===== src/rtl/tlb_op_ctrl.sv =====
// rtl/tlb_op_ctrl.sv - CP0 TLB instruction sequencer (TLBR/TLBWI/TLBWR/TLBP) with Random/Wired
//
// Accepts one TLB op at a time from the pipeline, drives the TLB write port for
// TLBWI/TLBWR, reads one entry for TLBR, linearly scans all 16 entries for TLBP,
// and maintains the CP0 Random and Wired registers.
//
// Ports:
//   clk, rst_n                     clock, asynchronous active-low reset
//   op_valid, op_code, op_ready    op handshake (00 TLBR, 01 TLBWI, 10 TLBWR, 11 TLBP)
//   busy, done                     stall indication, one-cycle completion pulse
//   index_in, entryhi_vpn2,
//   entrylo1, entrylo0             CP0 operands, latched on accept
//   wired_we, wired_in             Wired register write
//   tlb_we, tlb_wr_index,
//   tlb_wr_entry                   TLB write port
//   tlb_rd_index, tlb_rd_entry     TLB read port (combinational read data)
//   rd_entry_out                   TLBR result
//   probe_miss, probe_index        TLBP result
//   random_out, wired_out          CP0 Random / Wired
module tlb_op_ctrl (
    input  logic        clk,
    input  logic        rst_n,
    input  logic        op_valid,
    input  logic [1:0]  op_code,
    output logic        op_ready,
    output logic        busy,
    output logic        done,
    input  logic [3:0]  index_in,
    input  logic [18:0] entryhi_vpn2,
    input  logic [25:0] entrylo1,
    input  logic [25:0] entrylo0,
    input  logic        wired_we,
    input  logic [3:0]  wired_in,
    output logic        tlb_we,
    output logic [3:0]  tlb_wr_index,
    output logic [70:0] tlb_wr_entry,
    output logic [3:0]  tlb_rd_index,
    input  logic [70:0] tlb_rd_entry,
    output logic [70:0] rd_entry_out,
    output logic        probe_miss,
    output logic [3:0]  probe_index,
    output logic [3:0]  random_out,
    output logic [3:0]  wired_out
);

    localparam int NENTRY = 16;
    localparam int IW     = 4;
    localparam logic [IW-1:0] LAST_IDX = IW'(NENTRY - 1);

    localparam logic [1:0] OP_TLBR  = 2'b00;
    localparam logic [1:0] OP_TLBWI = 2'b01;
    localparam logic [1:0] OP_TLBWR = 2'b10;
    localparam logic [1:0] OP_TLBP  = 2'b11;

    typedef enum logic [2:0] {
        S_IDLE  = 3'd0,
        S_WRITE = 3'd1,
        S_READ  = 3'd2,
        S_PROBE = 3'd3,
        S_DONE  = 3'd4
    } state_t;

    state_t state_q, state_d;

    logic [IW-1:0] wr_index_q,    wr_index_d;
    logic [70:0]   wr_entry_q,    wr_entry_d;
    logic [IW-1:0] rd_index_q,    rd_index_d;
    logic [18:0]   vpn2_q,        vpn2_d;
    logic [70:0]   rd_entry_q,    rd_entry_d;
    logic          probe_miss_q,  probe_miss_d;
    logic [IW-1:0] probe_index_q, probe_index_d;
    logic          done_q,        done_d;
    logic [IW-1:0] random_q,      random_d;
    logic [IW-1:0] wired_q,       wired_d;

    logic accept;
    logic probe_hit;

    assign accept    = op_valid && (state_q == S_IDLE);
    assign probe_hit = (tlb_rd_entry[70:52] == vpn2_q);

    // State register
    always_ff @(posedge clk or negedge rst_n) begin
        if (!rst_n) begin
            state_q <= S_IDLE;
        end else begin
            state_q <= state_d;
        end
    end

    // Next-state logic
    always_comb begin
        state_d = state_q;
        case (state_q)
            S_IDLE: begin
                if (accept) begin
                    case (op_code)
                        OP_TLBR:  state_d = S_READ;
                        OP_TLBP:  state_d = S_PROBE;
                        default:  state_d = S_WRITE;
                    endcase
                end
            end
            S_WRITE: state_d = S_DONE;
            S_READ:  state_d = S_DONE;
            // Stop on the first (lowest) matching index or after the last entry.
            S_PROBE: begin
                if (probe_hit || (rd_index_q == LAST_IDX)) begin
                    state_d = S_DONE;
                end
            end
            S_DONE:  state_d = S_IDLE;
            default: state_d = S_IDLE;
        endcase
    end

    // State-decoded outputs
    always_comb begin
        op_ready = (state_q == S_IDLE);
        busy     = (state_q != S_IDLE);
        tlb_we   = (state_q == S_WRITE);
    end

    // Datapath next-state
    always_comb begin
        wr_index_d    = wr_index_q;
        wr_entry_d    = wr_entry_q;
        rd_index_d    = rd_index_q;
        vpn2_d        = vpn2_q;
        rd_entry_d    = rd_entry_q;
        probe_miss_d  = probe_miss_q;
        probe_index_d = probe_index_q;

        if (accept) begin
            vpn2_d = entryhi_vpn2;
            case (op_code)
                OP_TLBR: rd_index_d = index_in;
                OP_TLBWI: begin
                    wr_index_d = index_in;
                    wr_entry_d = {entryhi_vpn2, entrylo1, entrylo0};
                end
                // Random is sampled in the accept cycle; later Wired writes
                // cannot move the target of a TLBWR already in flight.
                OP_TLBWR: begin
                    wr_index_d = random_q;
                    wr_entry_d = {entryhi_vpn2, entrylo1, entrylo0};
                end
                OP_TLBP: rd_index_d = '0;
                default: ;
            endcase
        end

        if (state_q == S_READ) begin
            rd_entry_d = tlb_rd_entry;
        end

        if (state_q == S_PROBE) begin
            if (probe_hit) begin
                probe_index_d = rd_index_q;
                probe_miss_d  = 1'b0;
            end else if (rd_index_q == LAST_IDX) begin
                probe_miss_d  = 1'b1;
            end else begin
                rd_index_d    = rd_index_q + 4'd1;
            end
        end

        done_d = (state_d == S_DONE);

        // Random counts down from 15 to Wired, then wraps back to 15.
        wired_d = wired_q;
        if (wired_we) begin
            wired_d  = wired_in;
            random_d = LAST_IDX;
        end else if (random_q == wired_q) begin
            random_d = LAST_IDX;
        end else begin
            random_d = random_q - 4'd1;
        end
    end

    // Datapath registers
    always_ff @(posedge clk or negedge rst_n) begin
        if (!rst_n) begin
            wr_index_q    <= '0;
            wr_entry_q    <= '0;
            rd_index_q    <= '0;
            vpn2_q        <= '0;
            rd_entry_q    <= '0;
            probe_miss_q  <= 1'b1;
            probe_index_q <= '0;
            done_q        <= 1'b0;
            random_q      <= LAST_IDX;
            wired_q       <= '0;
        end else begin
            wr_index_q    <= wr_index_d;
            wr_entry_q    <= wr_entry_d;
            rd_index_q    <= rd_index_d;
            vpn2_q        <= vpn2_d;
            rd_entry_q    <= rd_entry_d;
            probe_miss_q  <= probe_miss_d;
            probe_index_q <= probe_index_d;
            done_q        <= done_d;
            random_q      <= random_d;
            wired_q       <= wired_d;
        end
    end

    assign done         = done_q;
    assign tlb_wr_index = wr_index_q;
    assign tlb_wr_entry = wr_entry_q;
    assign tlb_rd_index = rd_index_q;
    assign rd_entry_out = rd_entry_q;
    assign probe_miss   = probe_miss_q;
    assign probe_index  = probe_index_q;
    assign random_out   = random_q;
    assign wired_out    = wired_q;

endmodule


===== config.mk =====
export PLATFORM = sky130hd
export DESIGN_NAME = tlb_op_ctrl
export DESIGN_NICKNAME = d
export VERILOG_FILES = /design/src/rtl/tlb_op_ctrl.sv
export SDC_FILE = /design/constraint.sdc
export NUM_CORES = 1
export LEC_CHECK = 0
export ABC_AREA = 1
export BUFFER_PORTS_ARGS = -buffer_cell sky130_fd_sc_hd__buf_2
export CORE_AREA = 2 2 150 152
export CTS_BUF_LIST = sky130_fd_sc_hd__clkbuf_8
export CTS_CLUSTER_SIZE = 10
export DETAILED_ROUTE_END_ITERATION = 12
export DIE_AREA = 0 0 152 154
export PLACE_DENSITY_LB_ADDON = 0.08
export SLEW_MARGIN = 20
export SYNTH_ARGS = -nofsm -noshare
export SYNTH_HDL_FRONTEND = slang
export SYNTH_SLANG_ARGS = --single-unit
export TNS_END_PERCENT = 5

===== constraint.sdc =====
create_clock -name clk -period 2.1 [get_ports clk]
set_clock_uncertainty 0.1 [all_clocks]
set_input_delay 0.105 -clock clk [delete_from_list [all_inputs] [get_ports clk]]
set_output_delay 0.105 -clock clk [all_outputs]
set_load 0.02 [all_outputs]

==> key figures <==
Status
  • Status: finished clean

Synthesis
  • Sequential area share after synthesis: 61.9%
  • Gate Count Post-Synth: 607
  • Post-Syn Area: 7530 sq um
  • Syn. warnings: 0
  • Most frequent cell after synthesis: dfrtp_1
  • Synth Register Bits: 186
  • Top FF cell, synth: dfrtp_1
  • Post-Syn Nets: 768
  • Average size of a mapped cell: 12.4 sq um
  • Post-synth EDFFs: 0
  • Library cells used by synthesis: 27
  • Yosys top cell area share: 60.2%
  • Post-synth top cells: 181 x dfrtp_1, 131 x mux2_2, 103 x nand2_1
  • Post-synthesis async set-or-reset flop share: 100%
  • Top cells by area, synth: dfrtp_1 60%, mux2_2 20%, nand2_1 5.1%, inv_1 2.4%, dfstp_2 1.7%
  • Synth area leader: dfrtp_1

Critical path
  • Worst Path Required: 2.34 ns
  • CP arrival: 2.06 ns
  • Critical path class: reg -> reg
  • Critical Path Sink Type: flip-flop
  • Startpoint type of the worst setup path: flip-flop
  • Max FO, Critical Path: 17

STA
  • Total Neg Setup Slack: 0 ns
  • Tmin final: 1.82 ns
  • Final hold vios: 0
  • Fmax achieved: 549 MHz
  • Relative slew slack: 65.8%
  • # setup viols final: 0
  • Period utilization: 86.7%
  • Max-slew violation count: 0
  • RSZ-0062 raised after global routing: false
  • Slew of the pin with the lowest slew margin: 0.513 ns

Layout
  • Share of layout cells above drive strength 1: 45.4%
  • Reg area: 4660 sq um
  • Final net count: 1,265
  • Fillcell total: 1,892
  • Area Overhead vs Synth: 54.4%
  • Design Area, Final: 11,600 sq um
  • Footprint of the multi-input gates: 2570 sq um
  • Layout Cells excl Fill: 1,395
  • Antenna Diode Count: 0

Floorplan
  • Die Area: 23,400 sq um
  • Initial Util: 34.7%
  • IO Pins: 323
  • Core Area: 21,700 sq um
  • Die Y: 154 um
  • Die span in x: 152 um
  • Row cnt: 54

Placed design
  • Area post-placement: 9540 sq um
  • Routability cong.: 0.785
  • Detailed placer's ending HPWL: 15,000 um
  • I/O Buffers: 322
  • Placed Cells: 1,202

Power
  • VDD IR max: 0.000842 V
  • PD cells: 1370 nW/um^2
  • Leak: 5.80 nW

Clock network
  • Skew-Pair Late Insertion Delay: 0.46 ns
  • Clock transition at path regs: 0.10 ns
  • TritonCTS clock tree: built
  • Cts repair resizes: 0
  • Clk buf depth: 2
  • H-tree depth: 4
  • Clock Sinks: 186
  • Post-CTS Hold Fix Bufs: 163
  • Post-CTS setup buffers: 0
  • Clk root buf: clkbuf_8
  • Total CTS buffers: 17

GRT
  • Vias in the first global route: 6,540
  • First-pass GRT wire length: 34,800 um
  • GR Overflow Total: 0
  • Antenna violations before repair: 0
  • Largest net degree at the start of global routing: 60
  • Gr usage total: 18.7%

Detailed routing
  • Routed wire length: 21,400 um
  • Post-route antenna net violation count: 0
  • Routed len/inst: 15.3 um
  • Routed vias: 6,139
  • Vias/cell: 4.40
  • First drt pass iteration count: 4
  • DRC Markers: 0
  • First-iteration detailed-routing DRC count: 193

Run
  • Max Cap Viol: 0

Min path
  • HP Class: in -> async
logic make-up (layout without fill, tap and decap cells):
logic type	count (synthesis)	after routing	share of synthesized area (%)
mux	133	133	19.9
fa+ha+maj	5	5	0.831
buf+inv	69	577	4.14
simple gates	155	155	8.56
flops	186	186	61.9
xor+xnor	11	11	1.28
compound gates	48	48	3.36
per-layer routing:
metal  vias up  track usage, %  wire (um)  part of all wire (%)
met1      2905            23.0       9020                    42
met3        13            6.06       1530                   7.2
li1       2991               -          -                     -
met5         -               0          0                     0
met2       230            31.8      10600                    50
met4         0            4.76        227                   1.1
power breakdown:
part	switching, W	internal [W]
sequential	0.000849	0.00527
combinational	0.00406	0.00299
clock	0.00131	0.00142
state kept, by name, summed over array words and instances, names as in the netlist:
register	cells
done	1
probe_index	4
probe_miss	1
random_out	4
rd_entry_out	71
state_q	3
tlb_rd_index	4
tlb_wr_entry	71
tlb_wr_index	4
vpn2_q	19
wired_out	4
stage by stage:
step / utilization, % / setup slack [ns] / hold WS [ns] / power, W
after floorplan: - / 0.289 / -0.291 / 0.0105
after global placement: 44.0 / 0.309 / 0.0297 / 0.0130
after detailed placement: 44.0 / 0.264 / 0.0306 / 0.0130
after CTS: 53.6 / 0.255 / 0.0625 / 0.0161
after global routing: 53.6 / 0.123 / 0.0713 / 0.0170
final: 53.6 / 0.280 / 0.0824 / 0.0159
worst paths after layout:
kind / start / to / slack [ns] / cells past startpoint
max: state_q[1] / tlb_wr_entry[53] / 0.28 / 7
min: rst_n / rd_entry_out[29] / 0.08 / 2
max reg2reg: state_q[1] / tlb_wr_entry[53] / 0.28 / 7
min reg2reg: rd_entry_out[62] / rd_entry_out[62] / 0.38 / 2
max in group asynchronous: rst_n / random_out[1] / 1.08 / 3
min in group clk: tlb_rd_entry[14] / rd_entry_out[14] / 0.30 / 3
area by class of cell:
type	instances	area share (%)
inverters	49	1.58
multi-input cells	352	22.1
well taps	280	3.01
repair buffers	498	29.4
flip-flops and latches	186	40.1
clock buffers	17	2.01
clock inverters	13	1.85
placed cells by master (no fill, tap or decap), types with 2 or more instances in the layout:
master / n
a21oi_1: 19
buf_12: 5
buf_2: 321
buf_4: 8
bufinv_16: 5
clkbuf_8: 18
clkinvlp_4: 2
dfrtp_1: 181
dfstp_2: 5
dlygate4sd3_1: 163
ha_1: 5
inv_1: 49
inv_6: 3
mux2_1: 2
mux2_2: 131
nand2_1: 103
nand3_1: 12
nand4_1: 5
nor2_1: 30
o21a_1: 4
o21ai_0: 24
xnor2_1: 10
critical path: stages (launching register included):
cell and delay [ns]:
dfrtp_1 0.43, nor2_2 0.15, inv_2 0.06, nor2_4 0.11, nand2_4 0.08, nor2_8 0.12
buf_4 0.28, mux2_2 0.37
No activity file was read; power rests on OpenSTA's default activity.
